<file path="config.mk">
export PLATFORM = sky130hd
export DESIGN_NAME = clk_div_prog
export DESIGN_NICKNAME = d
export VERILOG_FILES = /design/src/rtl/clk_div_prog.sv
export SDC_FILE = /design/constraint.sdc
export NUM_CORES = 1
export LEC_CHECK = 0
export CAP_MARGIN = 20
export CORE_MARGIN = 1
export CORE_UTILIZATION = 58
export CTS_CLUSTER_DIAMETER = 60
export CTS_CLUSTER_SIZE = 8
export DETAILED_ROUTE_END_ITERATION = 16
export PLACE_DENSITY = 0.83
export SLEW_MARGIN = 40
export SYNTH_ARGS = -nofsm -noshare
export SYNTH_HDL_FRONTEND = slang
export SYNTH_SLANG_ARGS = --single-unit
</file>
<file path="constraint.sdc">
create_clock -name clk -period 8.65 [get_ports clk]
set_input_delay 0.865 -clock clk [delete_from_list [all_inputs] [get_ports clk]]
set_output_delay 0.865 -clock clk [all_outputs]
set_load 0.02 [all_outputs]
</file>
<file path="src/rtl/clk_div_prog.sv">
// Multi-channel programmable clock divider with glitch-free registered outputs.
// Define CLK_DIV_PROG_DUTY_EN to add the cfg_high port for programmable duty cycle.
module clk_div_prog #(
    parameter int CHANNELS    = 2,
    parameter int CNT_W       = 32,
    parameter int DEFAULT_DIV = 50_000_000,
    localparam int CH_W       = (CHANNELS > 1) ? $clog2(CHANNELS) : 1
) (
    input  logic                clk,
    input  logic                rst,
    input  logic [CHANNELS-1:0] en,
    input  logic                cfg_we,
    input  logic [CH_W-1:0]     cfg_ch,
    input  logic [CNT_W-1:0]    cfg_div,
`ifdef CLK_DIV_PROG_DUTY_EN
    input  logic [CNT_W-1:0]    cfg_high,
`endif
    output logic [CHANNELS-1:0] clk_out,
    output logic [CHANNELS-1:0] tick,
    output logic                cfg_err
);

    localparam logic [CNT_W-1:0] ONE      = {{(CNT_W-1){1'b0}}, 1'b1};
    localparam logic [CNT_W-1:0] TWO      = ONE << 1;
    localparam logic [CNT_W-1:0] DEF_DIV  = CNT_W'(DEFAULT_DIV);
    localparam logic [CNT_W-1:0] DEF_HIGH = DEF_DIV >> 1;
    localparam logic [CNT_W-1:0] DEF_CNT  = DEF_DIV - ONE;

    logic             ch_bad;
    logic             div_bad;
    logic             high_bad;
    logic             wr_bad;
    logic             wr_ok;
    logic [CNT_W-1:0] wr_high;
    logic             cfg_err_q;

    assign ch_bad  = ({1'b0, cfg_ch} >= (CH_W+1)'(CHANNELS));
    assign div_bad = (cfg_div < TWO);

`ifdef CLK_DIV_PROG_DUTY_EN
    assign wr_high  = cfg_high;
    assign high_bad = (cfg_high == '0) || (cfg_high >= cfg_div);
`else
    assign wr_high  = cfg_div >> 1;
    assign high_bad = 1'b0;
`endif

    assign wr_bad  = ch_bad || div_bad || high_bad;
    assign wr_ok   = cfg_we && !wr_bad;
    assign cfg_err = cfg_err_q;

    always_ff @(posedge clk or posedge rst) begin
        if (rst) begin
            cfg_err_q <= 1'b0;
        end else begin
            cfg_err_q <= cfg_we && wr_bad;
        end
    end

    for (genvar g = 0; g < CHANNELS; g++) begin : g_ch
        logic [CNT_W-1:0] div_q, div_d;
        logic [CNT_W-1:0] high_q, high_d;
        logic [CNT_W-1:0] pdiv_q, phigh_q;
        logic [CNT_W-1:0] cnt_q, cnt_d;
        logic             pend_q, pend_d;
        logic             clk_q, tick_q;
        logic             hit;
        logic             at_end;
        logic             bnd;

        assign hit    = wr_ok && (cfg_ch == CH_W'(g));
        assign at_end = (cnt_q >= div_q - ONE);
        // A disabled channel sits permanently on a period boundary.
        assign bnd    = !en[g] || at_end;

        always_comb begin
            div_d  = div_q;
            high_d = high_q;
            pend_d = pend_q;
            if (hit && bnd) begin
                div_d  = cfg_div;
                high_d = wr_high;
                pend_d = 1'b0;
            end else if (hit) begin
                pend_d = 1'b1;
            end else if (bnd && pend_q) begin
                div_d  = pdiv_q;
                high_d = phigh_q;
                pend_d = 1'b0;
            end
            if (!en[g]) begin
                cnt_d = div_d - ONE;
            end else if (at_end) begin
                cnt_d = '0;
            end else begin
                cnt_d = cnt_q + ONE;
            end
        end

        always_ff @(posedge clk or posedge rst) begin
            if (rst) begin
                div_q   <= DEF_DIV;
                high_q  <= DEF_HIGH;
                pdiv_q  <= DEF_DIV;
                phigh_q <= DEF_HIGH;
                cnt_q   <= DEF_CNT;
                pend_q  <= 1'b0;
                clk_q   <= 1'b0;
                tick_q  <= 1'b0;
            end else begin
                div_q  <= div_d;
                high_q <= high_d;
                cnt_q  <= cnt_d;
                pend_q <= pend_d;
                if (hit && !bnd) begin
                    pdiv_q  <= cfg_div;
                    phigh_q <= wr_high;
                end
                clk_q  <= en[g] && (cnt_d < high_d);
                tick_q <= en[g] && (cnt_d == div_d - ONE);
            end
        end

        assign clk_out[g] = clk_q;
        assign tick[g]    = tick_q;
    end

endmodule

</file>
==> results.txt <==
The run finished with clean final reports. Sorting the synthesized cells by area gives the leading types as sky130_fd_sc_hd__dfrtp_1 (21%), sky130_fd_sc_hd__dfstp_2 (15%), sky130_fd_sc_hd__ha_1 (9.0%). The fraction of registers with async set or reset after synthesis is 1.000. Global routing finished with a remaining overflow of 0. The effective utilization at floorplan is 0.5946. The number of failing setup endpoints in the final timing report came out at 0. Routability-driven placement finished with a final weighted congestion of ~1.

At the pin with the least slew margin, the transition time is ~0.79 ns. The number of distinct library cell variants in the gate-level netlist after synthesis came out at between 80 and 90. The synthesized flop and latch total is roughly 260. In this run the cell area measured after placement is about 19000 um^2.

The static leakage came out at 8.620 nW. The min-delay analysis places its worst path in the category register to register. The number of global-route vias before repair is roughly 16000.

Clock tree synthesis inserted a total of 39 buffers. Using the TritonRoute via totals, the vias-per-cell ratio works out to approximately 6.6. The die footprint came out at between 30000 and 40000 um^2. The number of DRC markers in iteration 0 came out at approximately 1900. For the final database, setup skew stands at slightly below 0.02 ns. The max-cap violation count came out at 0. The number of synthesized flops with an enable pin came out at 0. The vertical extent of the die came out at roughly 180 um. The depth of the CTS H-tree came out at 2.

The final count of pins violating max slew is 0. TritonCTS built the clock tree. The post-CTS setup buffer count came out at 0. Ranked by instance count, the synthesized netlist is headed by sky130_fd_sc_hd__nor2_1 (199), sky130_fd_sc_hd__nand2_1 (195), sky130_fd_sc_hd__dfrtp_1 (155). The wire length of the first global-routing pass is 87810 um. The delay of the slowest cell on the worst path is a little over 0.6 ns.

The signed area change from the synthesized netlist to the final layout came out at 11.97%. The critical path is of the register to register type. Wires add up to 55810 um.

The share of synthesized area in the top cell type comes to 0.2110. Counting stages on the worst path, the most repeated cell is sky130_fd_sc_hd__nand2b_1. The cell with the largest stage delay on the worst path is sky130_fd_sc_hd__or4_1. Clock-pin slew was measured on the worst setup and hold paths at ~0.050 ns. The dominant synthesized flop cell is sky130_fd_sc_hd__dfrtp_1. The final core utilization is 0.6658. The routed design could run at a clock period as short as about 8.1 ns. The post-route worst setup slack came out at ~0.53 ns. Clock tree synthesis selected as its root buffer the cell sky130_fd_sc_hd__clkbuf_16. The number of antenna violations at the first check in global routing is 0. sky130_fd_sc_hd__nor2_1 is the most common cell in the netlist. The DRC violations left is 0. Timing analysis after detailed placement gives a worst setup slack of roughly 0.32 ns. Once detail routing completed, the nets flagged for antenna violations numbered 0. The worst pin sits at a relative slew slack of 0.4687. The via count is 16696. STA classifies the critical path startpoint as a register. For the worst setup path, the data required time is 9.10 ns.

The register-to-register setup slack came out at ~0.53 ns. The share of the yosys chip area belonging to registers is 0.3654. The clock passes through at most 3 buffers.

The routed wirelength normalized by instance count is roughly 22 um. For this design the ratio of total power to cell area is 420.1 nW/um^2. The average instance area after synthesis came out at 8.909 um^2. CTS saw about 260 sinks. The count of mapped cells out of synthesis came out at between 2000 and 2500. The layout cell share with drive strength beyond 1 came out at 0.1479.

The core region is just over 30000 um^2. In the global route stage, overall resource usage came out at 0.3428. The critical path data arrival time came out at roughly 8.6 ns. The net count reported at finish is about 2300. The pin count of the biggest net entering global routing came out at just over 90. 43 I/O pins were placed. The horizontal extent of the die is around 180 um. The antenna diode count came out at 0. The count of input and output buffers came out at 42. The number of placement rows came out at 64. STA classifies the critical path endpoint as a register.

In this run the cell area of the synthesized design comes to 18380 um^2. The final non-filler cell area is 20580 um^2. sky130_fd_sc_hd__dfrtp_1 takes more of the synthesized area than any other cell. The number of hold-slack violations in the final timing report came out at 0.

The design draws just under 9 mW. In this run, post-CTS hold repair placed 0 buffers. The length of the first detailed-routing pass in iterations came out at 8.

The total half-perimeter wirelength after legalization and detailed placement came out at roughly 42000 um. The clock latency of the later-clocked register in the worst-skew pair is roughly 0.54 ns. The worst-case IR drop observed on VDD is around 230 uV. In the finished design, the share of the clock period the worst path needs comes to 0.9392. The largest fanout on the critical path came out at 7. The net count after synthesis is 2233. For this run, the number of Yosys warnings is 0.

The fmax is 123.1 MHz.
path summary, 6_finish.rpt:
path / from / endpoint / cells past startpoint
min in group asynchronous: rst / g_ch[1].div_q[24]$_DFF_PP0_ / 2
max in group asynchronous: rst / g_ch[1].pdiv_q[7]$_DFFE_PP1P_ / 4
min: g_ch[0].high_q[31]$_DFF_PP0_ / g_ch[0].high_q[31]$_DFF_PP0_ / 2
min reg2reg: g_ch[0].high_q[31]$_DFF_PP0_ / g_ch[0].high_q[31]$_DFF_PP0_ / 2
max: g_ch[1].div_q[10]$_DFF_PP0_ / g_ch[1].clk_q$_DFF_PP0_ / 36
max reg2reg: g_ch[1].div_q[10]$_DFF_PP0_ / g_ch[1].clk_q$_DFF_PP0_ / 36
worst max-delay path: cells and delay by family, from the launching register on:
| kind | cells | cell delay, ns |
|---|---|---|
| compound gates | 11 | 2.32 |
| simple gates | 18 | 3.65 |
| fa+ha+maj | 3 | 0.83 |
| flops | 1 | 0.44 |
| buf+inv | 2 | 0.40 |
| xor+xnor | 2 | 0.39 |
through the flow:
step	setup TNS [ns]	hold slack (ns)	cells
2_1_floorplan	0	0.4326	2063
3_3_place_gp	0	0.4498	2462
3_5_place_dp	0	0.4667	2463
4_1_cts	0	0.4779	2533
5_1_grt	-0.002824	0.4986	2533
6_report	0	0.4712	2533
final cells by class:
class                   instances  area [um^2]
inverters                     129        491.7
well taps                     396        495.5
clock buffers                  67         1112
repair buffers                 90        817.0
clock inverters                 3        55.05
fillers                      2474        10330
multi-input cells            1585        10890
flip-flops and latches        263         6716
logic make-up (layout without fill, tap and decap cells):
logic type | Yosys count | count (layout) | synth area share
AOI/OAI and AO/OA | 503 | 503 | 0.1857
muxes | 73 | 73 | 0.04411
xor gates and xnor gates | 181 | 181 | 0.08625
DFF | 263 | 263 | 0.3654
and+or+nand+nor | 696 | 696 | 0.1824
adders and majority gates | 132 | 132 | 0.08986
buffers and inverters | 215 | 289 | 0.04629
routing by layer:
layer | vias to the layer above | GRT usage | part of all wire
li1 | 7576 | - | -
met1 | 8144 | 0.4811 | 0.43
met2 | 825 | 0.5315 | 0.45
met3 | 151 | 0.05032 | 0.083
met4 | 0 | 0.1432 | 0.041
met5 | - | 0 | 0
sequential cells by signal, summed over array words and instances (netlist names):
| register | flops |
|---|---|
| cfg_err | 1 |
| g_ch.high_q | 64 |
| g_ch.tick_q | 2 |
| g_ch.div_q | 64 |
| g_ch.cnt_q | 64 |
| g_ch.pend_q | 2 |
| g_ch.pdiv_q | 64 |
| g_ch.clk_q | 2 |
what timing repair did:
| action | 4_1_cts | 5_1_grt |
|---|---|---|
| endpoints found under the setup margin | 0 | 2 |
| resized for setup | 0 | 9 |
| endpoints found under the hold margin | 0 | 0 |
placed cells by master, fill, tap and decap left out, types with 9 or more instances in the layout:
master	count
sky130_fd_sc_hd__nor2_1	196
sky130_fd_sc_hd__nand2_1	195
sky130_fd_sc_hd__dfrtp_1	155
sky130_fd_sc_hd__ha_1	132
sky130_fd_sc_hd__inv_1	125
sky130_fd_sc_hd__xnor2_1	118
sky130_fd_sc_hd__dfstp_2	108
sky130_fd_sc_hd__a21oi_1	107
sky130_fd_sc_hd__o21ai_0	85
sky130_fd_sc_hd__o22ai_1	77
sky130_fd_sc_hd__mux2_2	64
sky130_fd_sc_hd__xor2_1	62
sky130_fd_sc_hd__nand3_1	53
sky130_fd_sc_hd__nand4_1	47
sky130_fd_sc_hd__buf_4	45
sky130_fd_sc_hd__nor3_1	42
sky130_fd_sc_hd__clkdlybuf4s50_1	42
sky130_fd_sc_hd__clkbuf_16	40
sky130_fd_sc_hd__a22oi_1	39
sky130_fd_sc_hd__nor4_1	32
sky130_fd_sc_hd__a21o_1	29
sky130_fd_sc_hd__clkbuf_1	26
sky130_fd_sc_hd__and3_1	21
sky130_fd_sc_hd__nand2b_1	17
sky130_fd_sc_hd__o21a_1	16
sky130_fd_sc_hd__o221ai_1	16
sky130_fd_sc_hd__or3_1	13
sky130_fd_sc_hd__a221oi_1	13
sky130_fd_sc_hd__and2_1	13
sky130_fd_sc_hd__and4_1	11
sky130_fd_sc_hd__a211oi_1	11
sky130_fd_sc_hd__o22a_1	11
sky130_fd_sc_hd__o2111ai_1	10
sky130_fd_sc_hd__mux2i_1	9
sky130_fd_sc_hd__a2bb2oi_1	9
sky130_fd_sc_hd__nor2b_1	9
power breakdown:
group	switching (mW)	total, mW	leakage [nW]	internal (mW)
Sequential	0.571	2.57	3.01	2.00
Combinational	2.80	4.60	5.06	1.80
Clock	0.577	1.47	0.556	0.898
(Power assumes the default switching activity.)
